`src/rtl/ling_pkg.sv`:
```
// Shared types and helpers for the multi-word Ling adder sequencer.
// Holds the word width, increment constant, FSM states and carry-generate.
package ling_pkg;

    localparam int WORD_W = 8;
    localparam logic [WORD_W-1:0] INC_CONST = 8'h01;

    typedef enum logic [1:0] {
        IDLE = 2'd0,
        ADD  = 2'd1,
        INC  = 2'd2,
        DONE = 2'd3
    } state_t;

    // Carry out of an 8-bit add rebuilt from the operand MSBs and the sum MSB
    function automatic logic byte_gen(
        input logic [WORD_W-1:0] a,
        input logic [WORD_W-1:0] b,
        input logic [WORD_W-1:0] s
    );
        return (a[WORD_W-1] & b[WORD_W-1])
             | ((a[WORD_W-1] | b[WORD_W-1]) & ~s[WORD_W-1]);
    endfunction

endpackage

```
`src/rtl/ling_mw_add_seq_j8.sv`:
```
// 8-bit Ling adder core: no carry-in, no carry-out.
// Pseudo-carry h[i] = g[i] | t[i-1]&h[i-1]; real carry c[i] = t[i]&h[i].
module J8_adder
    import ling_pkg::*;
(
    input  logic [WORD_W-1:0] a,
    input  logic [WORD_W-1:0] b,
    output logic [WORD_W-1:0] s
);

    logic [WORD_W-2:0] g;
    logic [WORD_W-2:0] t;
    logic [WORD_W-1:0] x;
    logic [WORD_W-2:0] h;

    always_comb begin
        g = a[WORD_W-2:0] & b[WORD_W-2:0];
        t = a[WORD_W-2:0] | b[WORD_W-2:0];
        x = a ^ b;
        h = '0;
        s = '0;
        h[0] = g[0];
        s[0] = x[0];
        for (int i = 1; i < WORD_W - 1; i++) begin
            h[i] = g[i] | (t[i-1] & h[i-1]);
        end
        for (int i = 1; i < WORD_W; i++) begin
            s[i] = x[i] ^ (t[i-1] & h[i-1]);
        end
    end

endmodule

```
`src/rtl/ling_mw_add_seq.sv`:
```
// Multi-word adder sequencer: walks NWORDS bytes LSB-first through one
// carry-less 8-bit Ling core, spending an extra INC cycle per carried word.
module ling_mw_add_seq
    import ling_pkg::*;
#(
    parameter int NWORDS = 4,
    parameter int CW     = $clog2(2*NWORDS+1)
) (
    input  logic                     clk,
    input  logic                     rst,
    input  logic                     in_valid,
    output logic                     in_ready,
    input  logic [WORD_W*NWORDS-1:0] in_a,
    input  logic [WORD_W*NWORDS-1:0] in_b,
    input  logic                     in_cin,
    output logic                     out_valid,
    input  logic                     out_ready,
    output logic [WORD_W*NWORDS-1:0] out_sum,
    output logic                     out_cout,
    output logic [CW-1:0]            out_cycles,
    output logic                     busy
);

    localparam int IW = (NWORDS > 1) ? $clog2(NWORDS) : 1;

    state_t state;
    state_t state_nxt;

    logic [NWORDS-1:0][WORD_W-1:0] a_w;
    logic [NWORDS-1:0][WORD_W-1:0] b_w;
    logic [NWORDS-1:0][WORD_W-1:0] sum_w;
    logic [NWORDS-1:0][WORD_W-1:0] sum_nxt;
    logic [IW-1:0]                 idx;
    logic                          carry;
    logic                          carry_nxt;
    logic [CW-1:0]                 cnt;
    logic [WORD_W-1:0]             s_reg;
    logic                          g_reg;

    logic [WORD_W-1:0] core_a;
    logic [WORD_W-1:0] core_b;
    logic [WORD_W-1:0] core_s;
    logic              gen;
    logic              last;
    logic              wr_en;

    J8_adder u_core (
        .a (core_a),
        .b (core_b),
        .s (core_s)
    );

    assign last = (idx == IW'(NWORDS - 1));
    assign gen  = byte_gen(a_w[idx], b_w[idx], core_s);

    always_ff @(posedge clk) begin
        if (rst) begin
            state <= IDLE;
        end else begin
            state <= state_nxt;
        end
    end

    always_comb begin
        state_nxt = state;
        unique case (state)
            IDLE: if (in_valid) state_nxt = ADD;
            ADD: begin
                if (carry) begin
                    state_nxt = INC;
                end else if (last) begin
                    state_nxt = DONE;
                end
            end
            INC:  state_nxt = last ? DONE : ADD;
            DONE: if (out_ready) state_nxt = IDLE;
            default: state_nxt = IDLE;
        endcase
    end

    always_comb begin
        in_ready  = (state == IDLE);
        out_valid = (state == DONE);
        busy      = (state == ADD) || (state == INC);
    end

    // Core inputs stay at zero outside compute states to keep it quiet
    always_comb begin
        core_a = '0;
        core_b = '0;
        if (state == ADD) begin
            core_a = a_w[idx];
            core_b = b_w[idx];
        end else if (state == INC) begin
            core_a = s_reg;
            core_b = INC_CONST;
        end
    end

    always_comb begin
        wr_en     = 1'b0;
        carry_nxt = carry;
        if (state == ADD && !carry) begin
            wr_en     = 1'b1;
            carry_nxt = gen;
        end else if (state == INC) begin
            wr_en     = 1'b1;
            carry_nxt = g_reg | (s_reg == 8'hFF);
        end
        sum_nxt = sum_w;
        if (wr_en) begin
            sum_nxt[idx] = core_s;
        end
    end

    always_ff @(posedge clk) begin
        if (rst) begin
            a_w        <= '0;
            b_w        <= '0;
            sum_w      <= '0;
            idx        <= '0;
            carry      <= 1'b0;
            cnt        <= '0;
            s_reg      <= '0;
            g_reg      <= 1'b0;
            out_sum    <= '0;
            out_cout   <= 1'b0;
            out_cycles <= '0;
        end else begin
            if (state == IDLE && in_valid) begin
                a_w   <= in_a;
                b_w   <= in_b;
                sum_w <= '0;
                carry <= in_cin;
                idx   <= '0;
                cnt   <= '0;
            end
            if (busy) begin
                cnt   <= cnt + CW'(1);
                sum_w <= sum_nxt;
                carry <= carry_nxt;
                if (wr_en && !last) begin
                    idx <= idx + IW'(1);
                end
            end
            if (state == ADD && carry) begin
                s_reg <= core_s;
                g_reg <= gen;
            end
            // Results only move when the last word completes
            if (busy && state_nxt == DONE) begin
                out_sum    <= sum_nxt;
                out_cout   <= carry_nxt;
                out_cycles <= cnt + CW'(1);
            end
        end
    end

endmodule

```
`config.mk`:
```
export PLATFORM = sky130hd
export DESIGN_NAME = ling_mw_add_seq
export DESIGN_NICKNAME = d
export VERILOG_FILES = /design/src/rtl/ling_pkg.sv /design/src/rtl/ling_mw_add_seq_j8.sv /design/src/rtl/ling_mw_add_seq.sv
export SDC_FILE = /design/constraint.sdc
export NUM_CORES = 1
export LEC_CHECK = 0
export CAP_MARGIN = 20
export CORE_MARGIN = 2
export CORE_UTILIZATION = 35
export DETAILED_ROUTE_END_ITERATION = 7
export GPL_ROUTABILITY_DRIVEN = 0
export PLACE_DENSITY = 0.67
export SYNTH_ARGS = -nofsm -noshare
export SYNTH_HDL_FRONTEND = slang
export SYNTH_HIERARCHICAL = 1
export SYNTH_SLANG_ARGS = --single-unit
```
`constraint.sdc`:
```
create_clock -name clk -period 7.23 [get_ports clk]
set_input_delay 1.446 -clock clk [delete_from_list [all_inputs] [get_ports clk]]
set_output_delay 1.446 -clock clk [all_outputs]
set_load 0.02 [all_outputs]
```
==> results of run 1 <==
==> placed cells by master (no fill, tap or decap), types with 2 or more instances in the layout <==
cell type          n
a21oi_2           11
clkinv_4           2
ha_1              12
clkinv_2           3
clkinvlp_4         3
a22oi_1           31
clkbuf_16         17
nor3_1             5
clkbuf_8           2
a311oi_2          29
clkdlybuf4s50_1  107
a21o_1             5
nand3b_1           2
buf_4             10
o21ai_0           15
or2_1              2
mux4_2            16
bufinv_16          4
dfxtp_1          151
a21oi_1          105
a311oi_1           4
a211oi_1           2
nor2_1            45
inv_1              8
nor2b_1            5
fa_1               6
and2_1             8
nand2b_1           2
nand3_1           35
nand2_1          199
nand4_1            2
o21ai_1            5
xnor2_1            2
and3_1             5
==> critical path: stages (launching register included) <==
cell and delay, ns:
dfxtp_1 0.57, buf_4 0.34, mux4_2 0.52, nand2_1 0.07, o21ai_0 0.10, ha_1 0.26
fa_1 0.38, fa_1 0.40, fa_1 0.39, fa_1 0.42, fa_1 0.39, inv_1 0.08
fa_1 0.19, xnor3_1 0.38, o21ai_0 0.28, nand2_1 0.10, a311oi_1 0.29
==> worst paths after layout <==
path | endpoint | slack [ns] | depth (start not counted)
worst min-delay path | a_w[24] | 0.45 | 2
worst max register to register | out_cout | 1.96 | 16
worst min register to register | a_w[24] | 0.45 | 2
worst max-delay path | out_cout | 1.96 | 16
==> cell type report <==
| type | count | area (µm²) |
|---|---|---|
| timing repair buffer | 118 | 1170 |
| multi-input combinational | 567 | 3580 |
| tap | 265 | 332 |
| clock buffer | 20 | 457 |
| sequential | 151 | 3020 |
| inverter | 8 | 30.0 |
| clock inverter | 12 | 175 |
| fill | 1927 | 10800 |
==> per-layer routing <==
metal | global-route usage (%) | wire length, µm | vias up
li1 | - | - | 2909
met1 | 24.1 | 8520 | 2805
met2 | 27.6 | 8680 | 162
met3 | 3.87 | 877 | 12
met4 | 5.44 | 185 | 0
met5 | 0 | 0 | -
==> per-stage QoR <==
stage          instance area [µm²]  util, %  std cells  power (mW)  setup WS (ns)
3_5_place_dp                  8140     41.7       1109        1.24           1.97
4_1_cts                       8770     44.9       1141        2.19           1.95
3_3_place_gp                  8110     41.5       1108        1.24           2.14
6_report                      8770     44.9       1141        2.17           1.96
2_1_floorplan                 6980        -        801        1.13           2.56
5_1_grt                       8770     44.9       1141        2.26           1.56
==> cells by family after synthesis <==
group | Yosys count
simple gates | 314
compound gates | 214
flops | 151
buf+inv | 83
mux | 18
fa+ha+maj | 18
xor+xnor | 3
==> power by group through the flow <==
| stage | Clock (mW) | Sequential (mW) | Combinational [mW] |
|---|---|---|---|
| 2_1_floorplan | 0 | 0.905 | 0.227 |
| 3_3_place_gp | 0 | 0.910 | 0.328 |
| 3_5_place_dp | 0 | 0.911 | 0.331 |
| 4_1_cts | 0.961 | 0.893 | 0.332 |
| 5_1_grt | 0.996 | 0.897 | 0.362 |
| 6_report | 0.946 | 0.893 | 0.332 |
==> results.py, run 1 <==
metrics = {
    "clock_tree": {
        "post-cts-setup-buffers": 0,
        "clk_pin_slew_ns": 0.06,
        "cts_sinks": 151,
        "cts_buffer_depth": 2,
        "cts_resized": 0,
        "clk_latency_ns": 0.43,
        "cts_htree_levels": 4,
        "postCtsHoldBufs": 0,
        "cts_tree": "done",
        "cts_buffers": 17,
        "root_buffer": "clkbuf_16",
    },
    "pwr": {
        "p_leak_nw": 2.94,
        "seqPwrFrac_pct": 41.1,
        "intPower_mw": 1.58,
        "swShare_pct": 27.1,
        "irDropWorstVdd_v": 0.000166,
        "p_comb_share_pct": 15.3,
        "p_sw_uw": 589,
        "clockPowerShare_pct": 43.6,
        "power.density_nw_per_um2": 248,
    },
    "logic_synthesis": {
        "synth_fa_ha_area_share_pct": 3.87,
        "yosysTopAreaCell": "dfxtp_1",
        "synth_ff_type": "dfxtp_1",
        "async_reset_ff_share_pct": 0,
        "postSynthNetCount": 888,
        "ys_types": 44,
        "yosys_warnings": 6,
        "postSynthAreaPerCell_um2": 8.72,
        "synth_top_family_by_area": "compound AO/OA/AOI/OAI gates",
        "synthSimpleGateAreaFrac_pct": 18.7,
        "netlist_instances": 801,
        "yosysSeqAreaShare_pct": 43.3,
        "ys_ff_latch": 151,
        "synth_xor_area_share_pct": 0.573,
        "syn_area_um2": 6980,
        "synth_edf_count": 0,
        "synth_compound_area_share_pct": 22.5,
        "yosysMostFrequentCell": "nand2_1",
        "synth_top_area_share_pct": 43.3,
        "synth_common_cells": "nand2_1, dfxtp_1, a21oi_1",
        "yosys-top-cells-area": "dfxtp_1, nand2_1, a21oi_1",
        "synth_mux_area_share_pct": 5.46,
    },
    "grt": {
        "overflow": 0,
        "grt_use_total_pct": 17.6,
        "first_global_vias": 5770,
        "grt_max_degree": 83,
        "antenna_found_initial": 0,
        "grt_first_pass_wirelength_um": 29900,
    },
    "route": {
        "avgRoutedWirePerCell_um": 16.0,
        "vias": 5888,
        "drt_first_pass_iters": 4,
        "drt-initial-drc-count": 445,
        "ant_nets": 0,
        "viasPerCell": 5.16,
        "finalWirelength_um": 18300,
        "drc": 0,
    },
    "sta": {
        "slew-limit-headroom_pct": 36.5,
        "timing.setup.tns_ns": 0,
        "final.min_clock_period_ns": 5.27,
        "grt_setup_unrepaired": "false",
        "clock_skew_ns": 0.00674,
        "fmax_mhz": 190,
        "final-setup-viol-count": 0,
        "whs_ns": 0.455,
        "worstMarginPinSlew_ns": 0.953,
        "fin_crit_sh_pct": 72.9,
        "drv_slew": 0,
        "hold_viol_final": 0,
    },
    "floorplan": {
        "initial_core_util_pct": 35.8,
        "num_rows": 51,
        "dieWidth_um": 145,
        "core_um2": 19500,
        "die-area_um2": 21100,
        "io-pin-count": 109,
        "chipHeight_um": 145,
    },
    "worst_setup_path": {
        "critPathArrivalTime_ns": 5.60,
        "worst-path-max-fanout": 13,
        "end_kind": "flip-flop",
        "path_class": "flip-flop to flip-flop",
        "startpoint_type": "flip-flop",
        "crit_required_ns": 7.56,
        "crit-reg2reg-launch": "idx[0]",
        "setup.worst_path.start": "idx[0]",
    },
    "layout": {
        "syn_to_final_growth_pct": 25.6,
        "drive_gt1_share_pct": 12.0,
        "diodes": 0,
        "fin_nets": 950,
    },
    "worst_hold_path": {
        "hp-class": "flip-flop to flip-flop",
        "worstHoldStart": "a_w[24]",
    },
    "job": {
        "drv_cap": 0,
    },
    "placement": {
        "port_buffers": 108,
        "hpwl_um": 12200,
    },
    "run_status": {
        "status": "finished, final reports clean",
    },
}
(Power assumes the default switching activity.)
==> run 2: changes to the inputs <==
==> constraint.sdc (replaced) <==
create_clock -name clk -period 5.2 [get_ports clk]
set_input_delay 1.04 -clock clk [delete_from_list [all_inputs] [get_ports clk]]
set_output_delay 1.04 -clock clk [all_outputs]
set_load 0.02 [all_outputs]
==> run 2 against run 1 <==
Compared with the run above:
- clock power rose by 27%
- design area fell by 0.31%
- largest power group is now registers
- worst hold slack got worse by 0.0023 ns
- critical endpoint is now carry
- non-clock buffer count rose by 5
- total power rose by 34%
- highest routed layer unchanged
==> results.py, run 2 (synthesis gave the netlist of run 1 again) <==
metrics = {
    "worst_hold_path": {
        "worstHoldStart": "a_w[0]",
        "hp-class": "flip-flop to flip-flop",
    },
    "route": {
        "viasPerCell": 5.25,
        "finalWirelength_um": 18400,
        "drt-initial-drc-count": 420,
        "avgRoutedWirePerCell_um": 16.0,
        "ant_nets": 0,
        "drc": 0,
        "vias": 6008,
        "drt_first_pass_iters": 5,
    },
    "layout": {
        "post-route-util_pct": 44.8,
        "final_cell_mix": "nand2_1, dfxtp_1, clkdlybuf4s50_1, a21oi_1, nor2_1",
        "syn_to_final_growth_pct": 25.2,
        "final_cells": 1145,
        "drive_gt1_share_pct": 12.3,
        "final_common_cell": "nand2_1",
        "fin_nets": 955,
        "fin_area_um2": 8740,
        "diodes": 0,
    },
    "placement": {
        "pre_cts_slack_ns": 0.449,
        "dp.cells": 1114,
        "place_area_um2": 8170,
        "port_buffers": 108,
        "hpwl_um": 12600,
    },
    "sta": {
        "grt_setup_unrepaired": "false",
        "hold_viol_final": 0,
        "drv_slew": 0,
        "timing.setup.tns_ns": 0,
        "worstMarginPinSlew_ns": 0.942,
        "slew-limit-headroom_pct": 37.2,
        "final.min_clock_period_ns": 4.77,
        "clock_skew_ns": 0.00645,
        "fmax_mhz": 210,
        "layout_setup_ws_ns": 0.434,
        "final-setup-viol-count": 0,
        "fin_crit_sh_pct": 91.7,
        "whs_ns": 0.452,
    },
    "pwr": {
        "power.density_nw_per_um2": 332,
        "irDropWorstVdd_v": 0.000219,
        "p_comb_share_pct": 16.0,
        "p_total_mw": 2.91,
        "seqPwrFrac_pct": 42.6,
        "clockPowerShare_pct": 41.3,
        "intPower_mw": 2.11,
        "p_sw_uw": 791,
        "p_leak_nw": 2.94,
        "swShare_pct": 27.2,
    },
    "worst_setup_path": {
        "worst-r2r-setup-slack_ns": 0.43,
        "cp_num_buf_inv": 3,
        "reg2reg_depth": 17,
        "critPathTopFamily": "adder cells",
        "cp_num_cells": 17,
        "cp_slowest_stage_delay_ns": 0.40,
        "path_cells": "inv_1 -> ha_1 -> buf_4 -> nand2_1 -> o21ai_0 -> ha_1 -> fa_1 -> fa_1 -> fa_1 -> fa_1 -> fa_1 -> inv_1 -> fa_1 -> xnor3_1 -> o21ai_0 -> nand2_1 -> a311oi_1",
        "cp-endpoint": "carry",
        "r2r-end": "carry",
        "critPathSlowestCell": "fa_1",
        "worst-path-max-fanout": 17,
        "critPathArrivalTime_ns": 5.11,
        "path_class": "flip-flop to flip-flop",
        "crit_required_ns": 5.54,
        "setup.worst_path.start": "state[1]",
        "end_kind": "flip-flop",
        "cp_common_cell": "fa_1",
        "crit-reg2reg-launch": "state[1]",
        "startpoint_type": "flip-flop",
    },
    "grt": {
        "grt_first_pass_wirelength_um": 29600,
        "antenna_found_initial": 0,
        "grt_max_degree": 82,
        "overflow": 0,
        "grt_use_total_pct": 17.3,
        "first_global_vias": 5774,
    },
    "floorplan": {
        "die-area_um2": 21100,
        "initial_core_util_pct": 35.8,
        "chipHeight_um": 145,
        "dieWidth_um": 145,
        "io-pin-count": 109,
        "core_um2": 19500,
        "num_rows": 51,
    },
    "job": {
        "drv_cap": 0,
    },
    "clock_tree": {
        "cts_htree_levels": 4,
        "cts_buffers": 17,
        "cts_resized": 0,
        "root_buffer": "clkbuf_16",
        "post-cts-setup-buffers": 0,
        "cts_buffer_depth": 2,
        "postCtsHoldBufs": 0,
        "clk_pin_slew_ns": 0.06,
        "cts_sinks": 151,
        "cts_tree": "done",
        "clk_latency_ns": 0.43,
    },
    "run_status": {
        "status": "finished, final reports clean",
    },
}
run 2: cell types whose count changed in the layout (fill, tap and decap cells not counted), sizes merged:
cell      previous run  this run
clkinvlp             3         2
clkbuf              20        22
buf                 11        16
bufinv               4         2
run 2: power by group through the flow:
stage / clock [mW] / combinational, mW / sequential [mW]
floorplan: 0 / 0.315 / 1.26
global route: 1.27 / 0.508 / 1.25
CTS: 1.22 / 0.465 / 1.24
finish: 1.20 / 0.466 / 1.24
detailed placement: 0 / 0.464 / 1.26
global placement: 0 / 0.460 / 1.26
run 2: layout make-up:
| class | count | area (µm²) |
|---|---|---|
| inverter | 8 | 30.0 |
| clock inverter | 9 | 100 |
| tap | 265 | 332 |
| multi-input combinational | 567 | 3580 |
| timing repair buffer | 123 | 1200 |
| sequential | 151 | 3020 |
| clock buffer | 22 | 474 |
| fill | 1926 | 10800 |
run 2: worst register-to-register path, cell delays in order, from the launching register on:
cell	delay, ns
dfxtp_1	0.38
inv_1	0.10
ha_1	0.36
buf_4	0.25
nand2_1	0.07
o21ai_0	0.08
ha_1	0.23
fa_1	0.37
fa_1	0.40
fa_1	0.39
fa_1	0.39
fa_1	0.37
inv_1	0.09
fa_1	0.17
xnor3_1	0.38
o21ai_0	0.27
nand2_1	0.11
a311oi_1	0.28
run 2: worst min path at each step:
stage | end | slack, ns | cells after the start
2_1_floorplan | a_w[16] | 0.43 | 2
3_3_place_gp | a_w[3] | 0.44 | 2
3_5_place_dp | a_w[0] | 0.45 | 2
4_1_cts | a_w[18] | 0.45 | 2
5_1_grt | b_w[7] | 0.47 | 2
6_report | a_w[0] | 0.45 | 2
run 2: metal layers:
metal,global-route usage [%],vias up,wire (µm)
met5,0,-,0
met4,6.27,0,371
met3,4.18,28,982
met2,28.2,182,8740
met1,22.4,2878,8260
li1,-,2920,-
==> run 3: changes to the inputs <==
--- a/config.mk
+++ b/config.mk
@@ -6,8 +6,10 @@
 export NUM_CORES = 1
 export LEC_CHECK = 0
 export CAP_MARGIN = 20
+export CORE_ASPECT_RATIO = 1.75
 export CORE_MARGIN = 2
 export CORE_UTILIZATION = 35
+export CTS_CLUSTER_SIZE = 24
 export DETAILED_ROUTE_END_ITERATION = 7
 export GPL_ROUTABILITY_DRIVEN = 0
 export PLACE_DENSITY = 0.67
==> constraint.sdc (replaced) <==
create_clock -name clk -period 5.2 [get_ports clk]
set_input_delay 1.56 -clock clk [delete_from_list [all_inputs] [get_ports clk]]
set_output_delay 1.56 -clock clk [all_outputs]
set_load 0.02 [all_outputs]
==> run 3 against run 2 <==
Compared with the run above:
- die area increased by 0.21%
- cell count decreased by 1.8%
- total power increased by 7.0%
- worst hold slack about the same
- critical endpoint is now out_cout
- non-clock buffer count decreased by 1
- largest power group is now the clock network
- critical path depth decreased by 2
- core utilization about the same
- sequential power about the same
==> results.py, run 3 (synthesis gave the netlist of run 1 again) <==
metrics = {
    "route": {
        "wl_met2_um": 9850,
        "top_layer": "met4",
        "drt-initial-drc-count": 258,
        "drt_first_pass_iters": 4,
        "wl_met1_um": 7130,
        "drc": 0,
        "vias": 5879,
        "viasPerCell": 5.23,
        "met3_length_um": 531,
        "finalWirelength_um": 18300,
        "avgRoutedWirePerCell_um": 16.3,
        "ant_nets": 0,
    },
    "pwr": {
        "seqPwrFrac_pct": 39.9,
        "irDropWorstVdd_v": 0.000190,
        "p_leak_nw": 2.98,
        "intPower_mw": 2.28,
        "clockPowerShare_pct": 45.2,
        "swShare_pct": 26.7,
        "p_comb_share_pct": 14.9,
        "power.density_nw_per_um2": 353,
        "p_sw_uw": 829,
    },
    "worst_setup_path": {
        "path_class": "flip-flop to flip-flop",
        "end_kind": "flip-flop",
        "worst-path-max-fanout": 20,
        "reg2reg_depth": 15,
        "critPathArrivalTime_ns": 5.17,
        "startpoint_type": "flip-flop",
        "crit_required_ns": 5.52,
    },
    "sta": {
        "fin_crit_sh_pct": 93.2,
        "worstMarginPinSlew_ns": 0.859,
        "fmax_mhz": 206,
        "slew-limit-headroom_pct": 42.6,
        "layout_setup_ws_ns": 0.353,
        "clock_skew_ns": 0.0101,
        "hold_viol_final": 0,
        "grt_setup_unrepaired": "false",
        "timing.setup.tns_ns": 0,
        "drv_slew": 0,
        "final.min_clock_period_ns": 4.85,
        "final-setup-viol-count": 0,
    },
    "floorplan": {
        "num_rows": 68,
        "dieWidth_um": 111,
        "core_um2": 19700,
        "chipHeight_um": 191,
        "die-area_um2": 21100,
        "initial_core_util_pct": 35.5,
        "io-pin-count": 109,
    },
    "layout": {
        "drive_gt1_share_pct": 12.5,
        "final_cell_mix": "nand2_1, dfxtp_1, clkdlybuf4s50_1, a21oi_1, nor2_1",
        "fin_nets": 954,
        "final_common_cell": "nand2_1",
        "diodes": 0,
        "syn_to_final_growth_pct": 26.1,
    },
    "grt": {
        "antenna_found_initial": 0,
        "grt_max_degree": 79,
        "grt_use_total_pct": 17.2,
        "grt_first_pass_wirelength_um": 29100,
        "first_global_vias": 5689,
        "overflow": 0,
    },
    "clock_tree": {
        "postCtsHoldBufs": 0,
        "clk_pin_slew_ns": 0.06,
        "cts_sinks": 151,
        "cts_buffers": 17,
        "cts_tree": "done",
        "cts_resized": 0,
        "cts_htree_levels": 4,
        "root_buffer": "clkbuf_16",
        "clk_latency_ns": 0.42,
        "post-cts-setup-buffers": 0,
        "cts_buffer_depth": 2,
    },
    "placement": {
        "port_buffers": 108,
        "hpwl_um": 12900,
        "pre_cts_slack_ns": 0.321,
    },
    "worst_hold_path": {
        "hold_path_depth": 2,
        "hp-class": "flip-flop to flip-flop",
    },
    "job": {
        "drv_cap": 0,
    },
    "run_status": {
        "status": "finished, final reports clean",
    },
}
## run 3: cell types whose count changed in the layout (fill, tap and decap cells not counted), sizes merged
cell    before  now
buf         16   15
inv          8   11
clkinv       5    3
clkbuf      22   17
bufinv       2    6
## run 3: power by group through the flow
stage / logic, mW / registers (mW) / clock network [mW]
4_1_cts: 0.465 / 1.24 / 1.42
5_1_grt: 0.504 / 1.25 / 1.48
6_report: 0.463 / 1.24 / 1.41
2_1_floorplan: 0.315 / 1.26 / 0
3_3_place_gp: 0.459 / 1.27 / 0
3_5_place_dp: 0.464 / 1.27 / 0
## run 3: worst max-delay path, cell delays in order (launching register included)
cell and delay [ns]:
dfxtp_1 0.45, ha_1 0.54, nor2b_1 0.13, a21o_1 0.18, ha_1 0.19, fa_1 0.39
fa_1 0.42, fa_1 0.40, fa_1 0.39, fa_1 0.37, inv_1 0.08, fa_1 0.17
xnor3_1 0.37, o21ai_0 0.30, nand2_1 0.11, a311oi_1 0.28
## run 3: per-stage QoR
step                      power [mW]  area [µm²]  hold WS, ns  std cells  utilization, %
final                           3.11        8810        0.453       1124            44.8
after global routing            3.23        8810        0.468       1124            44.8
after global placement          1.73        8140        0.439       1093            41.4
after CTS                       3.13        8810        0.454       1124            44.8
after floorplan                 1.57        6980        0.433        801               -
after detailed placement        1.73        8140        0.446       1093            41.4
## run 3: worst paths after layout
path / start / end / slack, ns
min reg2reg: b_w[8] / b_w[8] / 0.45
max reg2reg: state[0] / out_cout / 0.35
min: b_w[8] / b_w[8] / 0.45
max: state[0] / out_cout / 0.35
## run 3: area by class of cell
cell class,count,area [µm²]
fill,1881,10800
multi-input combinational,567,3580
sequential,151,3020
timing repair buffer,122,1200
clock buffer,17,425
tap,245,307
clock inverter,14,246
inverter,8,30.0
## run 3: layer usage
layer  vias up  GRT usage (%)
li1       2922              -
met1      2778           18.4
met2       137           31.9
met3        42           2.92
met4         0           8.99
met5         -              0
